`config.mk`:
```
export PLATFORM = sky130hd
export DESIGN_NAME = ics0_addr_gen
export DESIGN_NICKNAME = d
export VERILOG_FILES = /design/src/rtl/ics0_addr_gen.sv
export SDC_FILE = /design/constraint.sdc
export NUM_CORES = 1
export LEC_CHECK = 0
export CORE_ASPECT_RATIO = 0.6
export CORE_MARGIN = 4
export CORE_UTILIZATION = 45
export CTS_CLUSTER_SIZE = 40
export DETAILED_ROUTE_END_ITERATION = 7
export PLACE_DENSITY = 0.78
export SETUP_SLACK_MARGIN = 0.2
export SLEW_MARGIN = 20
export SYNTH_ARGS = -nofsm -noshare
export SYNTH_HDL_FRONTEND = slang
export SYNTH_SLANG_ARGS = --single-unit
```
`constraint.sdc`:
```
create_clock -name clk -period 3.88 [get_ports clk]
set_input_delay 0.582 -clock clk [delete_from_list [all_inputs] [get_ports clk]]
set_output_delay 0.582 -clock clk [all_outputs]
set_load 0.02 [all_outputs]
```
`src/rtl/ics0_addr_gen.sv`:
```
// ============================================================================
//  Module      : ics0_addr_gen
//  Description : Instruction-cache fetch address generator. Issues sequential
//                read addresses with a valid/ready handshake, accepts redirect
//                targets, and reports the last accepted address for replay by
//                the downstream restart stage.
//                Optional burst limit: define ICS0_BURST_LIMIT_EN to stop
//                automatically after BURST_LEN accepted fetches per
//                start/redirect.
//  Revision    : 1.0 - initial release
// ============================================================================
`default_nettype none

module ics0_addr_gen #(
    parameter int                    ADDR_WIDTH = 16,
    parameter int                    INCR       = 1,
    parameter logic [ADDR_WIDTH-1:0] RESET_ADDR = '0,
    parameter int                    BURST_LEN  = 8
) (
    input  logic                  clk,
    input  logic                  arst_n,
    input  logic                  i_halt,
    input  logic                  i_start,
    input  logic                  i_stop,
    input  logic [ADDR_WIDTH-1:0] i_redirect_addr,
    input  logic                  i_redirect_valid,
    output logic                  o_redirect_ready,
    output logic [ADDR_WIDTH-1:0] o_r_addr,
    output logic                  o_r_addr_valid,
    input  logic                  i_r_addr_ready,
    output logic [ADDR_WIDTH-1:0] o_prev_r_addr,
    output logic                  o_prev_r_addr_valid
);

    localparam logic [ADDR_WIDTH-1:0] c_incr = ADDR_WIDTH'(INCR);

    typedef enum logic [0:0] {
        ST_STOPPED = 1'b0,
        ST_RUNNING = 1'b1
    } state_e;

    state_e                  state_q;
    logic [ADDR_WIDTH-1:0]   r_addr_q;
    logic [ADDR_WIDTH-1:0]   r_addr_d;
    logic [ADDR_WIDTH-1:0]   prev_addr_q;
    logic [ADDR_WIDTH-1:0]   prev_addr_d;
    logic                    prev_valid_q;
    logic                    prev_valid_d;

    logic                    w_fire;
    logic                    w_redir;
    logic                    w_burst_done;

    // Valid is the registered run state, suppressed combinationally by halt
    assign o_r_addr_valid   = (state_q == ST_RUNNING) & ~i_halt;
    assign o_redirect_ready = ~i_halt;
    assign o_r_addr         = r_addr_q;
    assign o_prev_r_addr    = prev_addr_q;
    assign o_prev_r_addr_valid = prev_valid_q;

    assign w_fire  = o_r_addr_valid & i_r_addr_ready;
    assign w_redir = i_redirect_valid & ~i_halt;

`ifdef ICS0_BURST_LIMIT_EN
    localparam int              c_cnt_w      = $clog2(BURST_LEN) + 1;
    localparam logic [c_cnt_w-1:0] c_burst_last = c_cnt_w'(BURST_LEN - 1);

    logic [c_cnt_w-1:0] burst_cnt_q;
    logic [c_cnt_w-1:0] burst_cnt_d;

    // The final fire of a burst stops the stream, even if a redirect coincides
    assign w_burst_done = w_fire & (burst_cnt_q == c_burst_last);

    // Count accepted fetches; a start or accepted redirect opens a new burst
    always_comb begin
        burst_cnt_d = burst_cnt_q;
        if (i_start | w_redir) begin
            burst_cnt_d = '0;
        end else if (w_fire) begin
            burst_cnt_d = w_burst_done ? '0 : burst_cnt_q + c_cnt_w'(1);
        end
    end

    // Burst counter register, frozen during halt
    always_ff @(posedge clk or negedge arst_n) begin
        if (!arst_n) begin
            burst_cnt_q <= '0;
        end else if (!i_halt) begin
            burst_cnt_q <= burst_cnt_d;
        end
    end
`else
    logic w_unused_burst;
    assign w_unused_burst = (BURST_LEN > 0);
    assign w_burst_done   = 1'b0;
`endif

    // Run/stop state machine; stop dominates a simultaneous start
    always_ff @(posedge clk or negedge arst_n) begin
        if (!arst_n) begin
            state_q <= ST_STOPPED;
        end else if (!i_halt) begin
            case (state_q)
                ST_STOPPED: begin
                    if (i_start && !i_stop) begin
                        state_q <= ST_RUNNING;
                    end
                end
                ST_RUNNING: begin
                    if (i_stop || w_burst_done) begin
                        state_q <= ST_STOPPED;
                    end
                end
                default: state_q <= ST_STOPPED;
            endcase
        end
    end

    // Next address: redirect beats sequential advance; prev captures the
    // address actually accepted, independent of any coincident redirect
    always_comb begin
        r_addr_d     = r_addr_q;
        prev_addr_d  = prev_addr_q;
        prev_valid_d = prev_valid_q;
        if (w_redir) begin
            r_addr_d = i_redirect_addr;
        end else if (w_fire) begin
            r_addr_d = r_addr_q + c_incr;
        end
        if (w_fire) begin
            prev_addr_d  = r_addr_q;
            prev_valid_d = 1'b1;
        end
    end

    // Address registers, frozen during halt
    always_ff @(posedge clk or negedge arst_n) begin
        if (!arst_n) begin
            r_addr_q     <= RESET_ADDR;
            prev_addr_q  <= '0;
            prev_valid_q <= 1'b0;
        end else if (!i_halt) begin
            r_addr_q     <= r_addr_d;
            prev_addr_q  <= prev_addr_d;
            prev_valid_q <= prev_valid_d;
        end
    end

endmodule

`default_nettype wire
```
; After elaboration in Yosys (flattened, before gate mapping)
; Cells that the tools add are included.
; W data, S select, Z words.
[word_totals]
reg_bits = 34
inputBits = 23
out_inout_bits = 35
elab_cells = 20
[classes]
addsub = 1
mux = 5
n_bitwise = 5
reduce_logical = 5
[op_table]
columns = cell, n
row1 = $mux W16, 2
row2 = $add A16 B1 Y16 const B, 1
row3 = $reduce_and A2 Y1, 2
row4 = $and A1 B1 Y1, 3
row5 = $mux W1, 2
row6 = $not A1 Y1, 2
row7 = $pmux W1 S2, 1
row8 = $reduce_bool A2 Y1, 1
row9 = $logic_and A1 B1 Y1, 1
row10 = $logic_not A1 Y1, 1

; Longest topological paths before layout
[depth]
ltp_word = 5
mapped_depth = 6
depth_no_buf = 5

; Least setup slack after synthesis
; No wires, ideal clock.
[synth_path]
kind = input-to-output
start = in i_halt
end = out o_r_addr_valid
t_arrival_ps = 1094
required_time_ps = 3298
slack_ps = 2204
stages = 2
n_path_buf = 1
cell_sequence = clkbuf_1 > nor2b_1
[synth_between]
elab_chain_len = 2
[synth_lines]
columns = item, line_no
row1 = from (decl), 22  ; input logic i_halt,
row2 = $not A1 Y1 (no line), -
row3 = $and A1 B1 Y1, 55  ; assign o_r_addr_valid = (state_q == ST_RUNNING) & ~i_halt;
row4 = to (decl), 29  ; output logic o_r_addr_valid,
; Every way passes these cells.

; Final worst setup path
[layout_path]
start = in i_halt
end = out o_redirect_ready
[layout_between]
elab_chain_len = 1
[layout_lines]
columns = item, line_no
row1 = $not A1 Y1 (no line), -
row2 = to (decl), 27  ; output logic o_redirect_ready,
; Every way passes these cells.

==> impl_metrics.env <==
export IMPL_area_growth_pct=37.7
export IMPL_critPathSlowestCell="clkdlybuf4s50_1"
export IMPL_synth_top_family_by_area="simple AND/OR/NAND/NOR gates"
export IMPL_overflow=0
export IMPL_clock_latency_ps=290
export IMPL_yosysUniqueCellTypes=41
export IMPL_drive_gt1_frac=0.0751
export IMPL_cp_end_kind="output port"
export IMPL_fin_crit_ps=2840
export IMPL_crit_top_cell="clkdlybuf4s50_1"
export IMPL_grt_pass1_vias=1641
export IMPL_cts_hold_buf=0
export IMPL_yosysTopAreaCellShare=0.473
export IMPL_slew_headroom=0.597
export IMPL_drtAntennaViolNets=0
export IMPL_synthTopCellsByCount="nand2_1, dfrtp_1, nand3_1, buf_2, nor2_1"
export IMPL_antenna_found_initial=0
export IMPL_synth_compound_area_share=0.125
export IMPL_die_x_um=89.6
export IMPL_htree_num_levels=2
export IMPL_crit_buf_inv=3
export IMPL_synth_seq_cells=34
export IMPL_clkTransAtPathRegs_ps=60
export IMPL_core_area_um2=3760
export IMPL_dieHeight_um=57.0
export IMPL_reg2reg_depth=4
export IMPL_p_leak_nw=1.04
export IMPL_r2r_end="o_r_addr[11]"
export IMPL_synthesis_area_um2=1800
export IMPL_hpwl_mm=3.37
export IMPL_num_antenna_cells=0
export IMPL_cts_root_buf="clkbuf_8"
export IMPL_syn_instance_count=199
export IMPL_outcome="completed"
export IMPL_setup_viol=0
export IMPL_synth_async_reset_ratio=1.00
export IMPL_routed_via_density=5.68
export IMPL_drt_pass1_iterations=4
export IMPL_r2r_start="o_r_addr[2]"
export IMPL_multiInputGateArea_um2=867
export IMPL_detail_route_iter0_violations=88
export IMPL_grtUsageTotal=0.198
export IMPL_grt_max_degree=35
export IMPL_period_share=0.731
export IMPL_arrival_ps=2250
export IMPL_numCtsBuffers=5
export IMPL_tightest_slew_ps=603
export IMPL_cpPeakStageDelay_ps=830
export IMPL_hp_start="o_prev_r_addr_valid"
export IMPL_worstHoldEndpoint="o_prev_r_addr_valid"
export IMPL_drc=0
export IMPL_synth_fp_nets=223
export IMPL_irDropWorstVdd_uv=252
export IMPL_synth_area_mux_share=0.0111
export IMPL_regArea_um2=851
export IMPL_vias=1704
export IMPL_wire_per_inst_um=16.1
export IMPL_fp_row_count=17
export IMPL_synth_fa_ha_area_frac=0.00696
export IMPL_cap_violations=0
export IMPL_start_kind="input port"
export IMPL_fin_tns_setup_ps=0
export IMPL_wl_mm=4.82
export IMPL_ys_seq_area_frac=0.473
export IMPL_yosysTopAreaCell="dfrtp_1"
export IMPL_hp_class="flip-flop to flip-flop"
export IMPL_critical_path_top_delay_family="buffers and inverters"
export IMPL_path_max_fanout=15
export IMPL_required_ps=3300
export IMPL_drv_slew=0
export IMPL_filler_cell_count=303
export IMPL_grt_setup_unrepaired="false"
export IMPL_r2r_slack_ps=2160
export IMPL_yosys_warnings=0
export IMPL_critical_path_cell_chain="clkdlybuf4s50_1 > inv_1 > clkdlybuf4s50_1"
export IMPL_finalClockSkew_ps=7.56
export IMPL_start_util=0.478
export IMPL_path_class="input port to output port"
export IMPL_tritoncts="built"
export IMPL_yosysMostFrequentCell="nand2_1"
export IMPL_nNetsFinal=276
export IMPL_syn_avg_cell_area_um2=9.04
export IMPL_place_gp_congestion=0.832
export IMPL_cts_max_path_buffers=2
export IMPL_cts_resized=0
export IMPL_ys_flop_type="dfrtp_1"
export IMPL_fmax_mhz=353
export IMPL_port_buffers=57
export IMPL_fin_util=0.658
export IMPL_ioPinCount=58
export IMPL_hold_path_depth=1
export IMPL_dieArea_um2=5100
export IMPL_synth_xor_xnor_area_share=0.0146
export IMPL_post_cts_buffers=0
export IMPL_powerDensity_nw_per_um2=478
export IMPL_synth_simple_area_share=0.325
export IMPL_synth_edf_count=0
export IMPL_cts_sinks=34
export IMPL_grt_pass1_wl_mm=7.87
export IMPL_finalHoldViolCount=0
export IMPL_synthTopCellsByArea="dfrtp_1, nand2_1, nand3_1"
-- report_power, final --
| part | total (mW) | internal [mW] | switching, mW |
|---|---|---|---|
| logic | 0.403 | 0.197 | 0.206 |
| registers | 0.506 | 0.425 | 0.0808 |
| clock network | 0.274 | 0.143 | 0.131 |
| total | 1.18 | 0.766 | 0.418 |
-- worst max path at each step --
| stage | startpoint | to | slack, ps | depth (start not counted) |
|---|---|---|---|---|
| 3_5_place_dp | i_halt | o_redirect_ready | 1080 | 3 |
| 3_3_place_gp | i_halt | o_redirect_ready | 1110 | 3 |
| 2_1_floorplan | i_halt | o_r_addr_valid | 2200 | 2 |
| 5_1_grt | i_halt | o_redirect_ready | 990 | 3 |
| 6_report | i_halt | o_redirect_ready | 1040 | 3 |
| 4_1_cts | i_halt | o_redirect_ready | 1080 | 3 |
-- state kept, by name, summed over array words and instances (netlist names) --
signal / cells
o_r_addr: 16
o_prev_r_addr: 16
state_q: 1
o_prev_r_addr_valid: 1
-- placed cells by master (no fill, tap or decap), types with 3 or more instances in the layout --
cell,netlist,layout
clkdlybuf4s50_1,0,57
nand2_1,56,56
dfrtp_1,34,34
nand3_1,12,12
nor2_1,8,8
nand4_1,7,7
a22oi_1,6,6
o21ai_1,6,6
clkbuf_8,0,6
nor2b_1,5,5
a21oi_1,5,5
buf_4,1,4
o21ai_0,3,3
nand3b_1,3,3
xnor2_1,3,3
nor3_1,3,3
a221o_1,3,3
-- area by class of cell --
type                    count  area share
clock buffers               7      0.0349
well taps                  47      0.0237
repair buffers             61       0.243
flip-flops and latches     34       0.344
inverters                   2     0.00303
multi-input cells         148       0.350
clock inverters             1     0.00202
-- routing by layer --
layer	wire [um]	global-route usage	part of all wire
met1	2410	0.304	0.50
met2	2020	0.260	0.42
met3	329	0.0491	0.068
met4	61	0.0807	0.013
met5	0	0	0
-- metrics by stage --
stage | setup WS, ps | hold WS (ps) | instance area, um2 | cells | power [mW]
after floorplan | 2200 | 286 | 1800 | 199 | 0.704
after global placement | 1110 | 450 | 2380 | 292 | 0.906
after detailed placement | 1080 | 456 | 2380 | 292 | 0.916
after CTS | 1080 | 474 | 2480 | 300 | 1.19
after global routing | 989 | 478 | 2480 | 300 | 1.25
final | 1040 | 468 | 2480 | 300 | 1.18
-- cells by family after synthesis --
kind of cell    Yosys count
compound gates           31
xor+xnor                  3
fa+ha+maj                 1
buf+inv                  17
flops                    34
mux                       2
simple gates            111
Power figures use the tool's default switching activity.
